File: src/rtl/enc_4_2_rr_seq_pkg.sv
// Shared types and defaults for the sequential 4-to-2 request encoder.
// Imported by the top and the priority-select sub-module.
package enc_4_2_rr_seq_pkg;

    typedef enum logic {
        S_IDLE    = 1'b0,
        S_PRESENT = 1'b1
    } state_t;

    localparam int ENC_N = 4;

endpackage

File: src/rtl/enc_4_2_rr_seq_prio_sel.sv
// Combinational request selector.
// Selects either the highest set index, or the first set index after ptr in rotating order.
module enc_4_2_rr_seq_prio_sel
    import enc_4_2_rr_seq_pkg::*;
#(
    parameter int N  = ENC_N,
    parameter int CW = $clog2(N)
) (
    input  logic [N-1:0]  req,
    input  logic [CW-1:0] ptr,
    input  logic          rr,
    output logic [CW-1:0] idx,
    output logic          any
);

    always_comb begin
        idx = '0;
        any = 1'b0;
        if (rr) begin
            // Scan starts one past the last granted line so it ends up at the back of the queue.
            for (int i = 0; i < N; i++) begin
                if (!any && req[(int'(ptr) + 1 + i) % N]) begin
                    any = 1'b1;
                    idx = CW'((int'(ptr) + 1 + i) % N);
                end
            end
        end else begin
            for (int i = N - 1; i >= 0; i--) begin
                if (!any && req[i]) begin
                    any = 1'b1;
                    idx = CW'(i);
                end
            end
        end
    end

endmodule

File: src/rtl/enc_4_2_rr_seq.sv
// Sequential 4-to-2 encoder: sticky pending requests, one encoded index per valid/ack handshake.
// All outputs are registered; a one-cycle bubble follows every accepted code.
//
// state     | meaning
// S_IDLE    | no code presented; load the next pending request if any
// S_PRESENT | o2 valid and held until the consumer acks
module enc_4_2_rr_seq
    import enc_4_2_rr_seq_pkg::*;
#(
    parameter int N  = ENC_N,
    parameter int RR = 1
) (
    input  logic                 clk,
    input  logic                 reset_n,
    input  logic                 en,
    input  logic                 clr,
    input  logic [N-1:0]         i4,
    input  logic                 o_ack,
    output logic [$clog2(N)-1:0] o2,
    output logic                 o_valid,
    output logic [N-1:0]         o_pend
);

    localparam int CW = $clog2(N);

    state_t        state, state_nx;
    logic [N-1:0]  pend, pend_nx;
    logic [CW-1:0] ptr, ptr_nx;
    logic [CW-1:0] o2_nx;
    logic          valid_nx;
    logic [N-1:0]  clr_mask;
    logic [CW-1:0] sel_idx;
    logic          sel_any;

    enc_4_2_rr_seq_prio_sel #(
        .N  (N),
        .CW (CW)
    ) u_sel (
        .req (pend),
        .ptr (ptr),
        .rr  (RR != 0),
        .idx (sel_idx),
        .any (sel_any)
    );

    always_ff @(posedge clk or negedge reset_n) begin
        if (!reset_n) begin
            state   <= S_IDLE;
            pend    <= '0;
            ptr     <= CW'(N - 1);
            o2      <= '0;
            o_valid <= 1'b0;
        end else begin
            state   <= state_nx;
            pend    <= pend_nx;
            ptr     <= ptr_nx;
            o2      <= o2_nx;
            o_valid <= valid_nx;
        end
    end

    always_comb begin
        clr_mask = '0;
        if (o_valid && o_ack)
            clr_mask = N'(1) << o2;
        // OR-ing the new capture after the clear lets a same-cycle request re-pend its line.
        pend_nx  = (pend & ~clr_mask) | (en ? i4 : '0);
        state_nx = state;
        ptr_nx   = ptr;
        o2_nx    = o2;
        valid_nx = o_valid;

        case (state)
            S_IDLE: begin
                if (sel_any) begin
                    o2_nx    = sel_idx;
                    valid_nx = 1'b1;
                    state_nx = S_PRESENT;
                end
            end
            S_PRESENT: begin
                if (o_ack) begin
                    valid_nx = 1'b0;
                    state_nx = S_IDLE;
                    if (RR != 0)
                        ptr_nx = o2;
                end
            end
            default: state_nx = S_IDLE;
        endcase

        if (clr) begin
            pend_nx  = '0;
            valid_nx = 1'b0;
            o2_nx    = o2;
            state_nx = S_IDLE;
        end
    end

    assign o_pend = pend;

endmodule

File: config.mk
export PLATFORM = sky130hd
export DESIGN_NAME = enc_4_2_rr_seq
export DESIGN_NICKNAME = d
export VERILOG_FILES = /design/src/rtl/enc_4_2_rr_seq_pkg.sv /design/src/rtl/enc_4_2_rr_seq_prio_sel.sv /design/src/rtl/enc_4_2_rr_seq.sv
export SDC_FILE = /design/constraint.sdc
export NUM_CORES = 1
export LEC_CHECK = 0
export BUFFER_PORTS_ARGS = -buffer_cell sky130_fd_sc_hd__buf_2
export CAP_MARGIN = 20
export CORE_AREA = 2 2 39 41
export CTS_BUF_LIST = sky130_fd_sc_hd__clkbuf_4 sky130_fd_sc_hd__clkbuf_8 sky130_fd_sc_hd__clkbuf_16
export CTS_CLUSTER_DIAMETER = 50
export DETAILED_ROUTE_END_ITERATION = 8
export DIE_AREA = 0 0 41 43
export SLEW_MARGIN = 30
export SYNTH_ARGS = -nofsm -noshare
export SYNTH_HDL_FRONTEND = slang
export SYNTH_SLANG_ARGS = --single-unit
export TNS_END_PERCENT = 10
File: constraint.sdc
create_clock -name clk -period 2.2 [get_ports clk]
set_input_delay 0.44 -clock clk [delete_from_list [all_inputs] [get_ports clk]]
set_output_delay 0.44 -clock clk [all_outputs]
set_load 0.05 [all_outputs]
==> results.py <==
metrics = {
    "run_status": {
        "status": "complete, no violations",
    },
    "power_and_ir_drop": {
        "power_frac_comb": 0.301,
        "p_switching_uw": 259,
        "p_clk_frac": 0.242,
        "p_int_uw": 420,
        "powerDensity_nw_per_um2": 1050,
        "seq_power_share": 0.457,
        "vdd_drop_max_v": 0.000371,
        "p_leak_nw": 0.288,
        "p_sw_frac": 0.382,
    },
    "clock_tree": {
        "clk_pin_slew_ns": 0.07,
        "cts-root-buf": "clkbuf_4",
        "clkSinkCount": 10,
        "tritoncts": "yes",
        "cts_made_buffers": 3,
        "post_cts_resized": 0,
        "cts_hold_buffers": 0,
        "htreeDepth": 1,
        "post_cts_buffers": 0,
        "clk_latency_ns": 0.27,
        "clockBufferDepth": 2,
    },
    "floorplanning": {
        "die_y_um": 43,
        "die_w_um": 41,
        "die_area_um2": 1760,
        "num_rows": 14,
        "ios": 16,
        "core_area_um2": 1380,
        "start_util": 0.382,
    },
    "yosys": {
        "synthArstFlopShare": 1.00,
        "synth_warnings": 0,
        "synthCells": 53,
        "ys_types": 25,
        "synth_top_flop_cell": "dfrtp_1",
        "netlist_area_um2": 528,
        "syn-num-nets": 62,
        "synth.yosys.seq_area_share": 0.479,
        "synth-seq-cells": 10,
        "synth_edf_count": 0,
        "synth_area_per_cell_um2": 9.96,
    },
    "critical_path": {
        "cp_max_fo": 7,
        "crit_chain": "buf_2",
        "cp-end-kind": "output port",
        "crit_arrival_ns": 1.09,
        "worst_path_max_delay_cell": "dfrtp_1",
        "crit_path_start_kind": "register",
        "path_class": "register to output port",
        "cpPeakStageDelay_ns": 0.50,
        "crit_family": "flip-flops",
        "required_ns": 1.76,
        "cp_num_buf_inv": 1,
    },
    "routing": {
        "firstDrtPassIters": 5,
        "via_count": 482,
        "drt_iter0_drc": 12,
        "vias_per_cell": 5.54,
        "detail_route.wirelength_mm": 1.14,
        "ant_nets": 0,
        "wire_per_inst_um": 13.1,
        "drc": 0,
    },
    "timing": {
        "slew_headroom": 0.647,
        "drv_slew": 0,
        "worstMarginPinSlew_ns": 0.525,
        "max_clock_freq_mhz": 654,
        "rsz0062_at_grt": "no",
        "finalCritPeriodShare": 0.695,
        "setup_viol": 0,
        "fin_worst_skew_ns": 0.00557,
        "finalSetupTns_ns": 0,
        "period_needed_ns": 1.53,
        "hold_viol_final": 0,
    },
    "grt": {
        "grt_pass1_vias": 423,
        "grt_pass1_wl_mm": 1.91,
        "antenna_found_initial": 0,
        "grt_max_degree": 11,
        "groute.usage.overall": 0.165,
        "overflow": 0,
    },
    "finish": {
        "stdcell_count": 87,
        "nets": 81,
        "drive_above_1_share": 0.352,
        "area_growth_pct": 22.7,
        "num_antenna_cells": 0,
    },
    "place": {
        "io_buffers": 15,
        "dp_hpwl_um": 862,
        "gp_congestion": 0.758,
        "placed_cells": 83,
    },
    "min_path": {
        "hp-class": "input pin to async pin",
    },
    "job": {
        "cap_violations": 0,
    },
}
==> logic make-up after synthesis <==
logic type             Yosys count  share of synthesized area
AO/OA/AOI/OAI                   18                      0.230
buffers and inverters            1                     0.0213
flip-flops                      10                      0.479
multiplexers                     3                     0.0616
AND/OR/NAND/NOR                 21                      0.209
==> cell type report <==
cell class,instances,area (um^2)
flip-flops and latches,10,253
repair buffers,15,75.1
multi-input cells,42,264
fillers,131,736
clock buffers,4,36.3
well taps,16,20.0
==> power groups by stage <==
stage / Clock [mW] / Combinational (mW) / Sequential [mW]
2_1_floorplan: 0 / 0.0924 / 0.363
3_3_place_gp: 0 / 0.207 / 0.315
3_5_place_dp: 0 / 0.207 / 0.312
4_1_cts: 0.170 / 0.207 / 0.308
5_1_grt: 0.179 / 0.218 / 0.319
6_report: 0.165 / 0.205 / 0.310
==> routing by layer <==
layer  track usage  share of wire
met5             0              0
met4         0.120         0.0079
met3        0.0314          0.043
met2         0.216           0.47
met1         0.232           0.48
==> worst paths after layout <==
kind	from	cells past startpoint	endpoint	slack, ns
max	o2[0]	1	o2[0]	0.67
min	reset_n	1	o_pend[1]	0.02
max reg2reg	o_pend[3]	3	o_valid	0.88
min reg2reg	state	2	o2[1]	0.63
max in group asynchronous	reset_n	1	ptr[0]	1.92
min in group clk	i4[0]	3	o_pend[0]	0.41
==> per-stage QoR <==
| step | hold WS [ns] | util | worst slack (ns) | power [mW] | area (um^2) |
|---|---|---|---|---|---|
| after floorplan | 0.144 | - | 0.696 | 0.455 | 528 |
| after global placement | 0.317 | 0.442 | 0.842 | 0.522 | 612 |
| after detailed placement | 0.315 | 0.442 | 0.817 | 0.518 | 612 |
| after CTS | 0.0235 | 0.468 | 0.666 | 0.685 | 648 |
| after global routing | 0.0350 | 0.468 | 0.629 | 0.716 | 648 |
| final | 0.0209 | 0.468 | 0.671 | 0.679 | 648 |
==> registers in the layout (all words and copies together), names as in the netlist <==
| signal | flops |
|---|---|
| state | 1 |
| ptr | 2 |
| o_pend | 4 |
| o_valid | 1 |
| o2 | 2 |
==> cell usage after synthesis, types with 2 or more instances <==
cell | n | area [um^2]
o21ai_0 | 3 | 15.0
nand3_1 | 2 | 10.0
mux2_2 | 2 | 22.5
nor2_1 | 4 | 15.0
a2bb2oi_1 | 2 | 17.5
nand2_1 | 6 | 22.5
o31ai_1 | 2 | 15.0
dfstp_2 | 2 | 52.6
nor3b_1 | 2 | 15.0
a21oi_1 | 4 | 20.0
nand2b_1 | 2 | 12.5
dfrtp_1 | 8 | 200
a21boi_0 | 2 | 15.0
==> cell usage in the layout, fill, tap and decap left out <==
cell type,n
a21boi_0,2
a21oi_1,4
a21oi_2,1
a22oi_1,1
a2bb2oi_1,2
a31oi_1,1
buf_2,15
clkbuf_4,3
clkbuf_8,1
dfrtp_1,8
dfstp_2,2
mux2_2,2
mux2i_1,1
nand2_1,6
nand2b_1,2
nand3_1,2
nand4_1,1
nor2_1,4
nor2b_1,1
nor3_1,1
nor3b_1,2
nor4_1,1
o21ai_0,3
o21bai_1,1
o31ai_1,2
o41ai_1,1
or4_4,1
No activity file was read; power rests on OpenSTA's default activity.
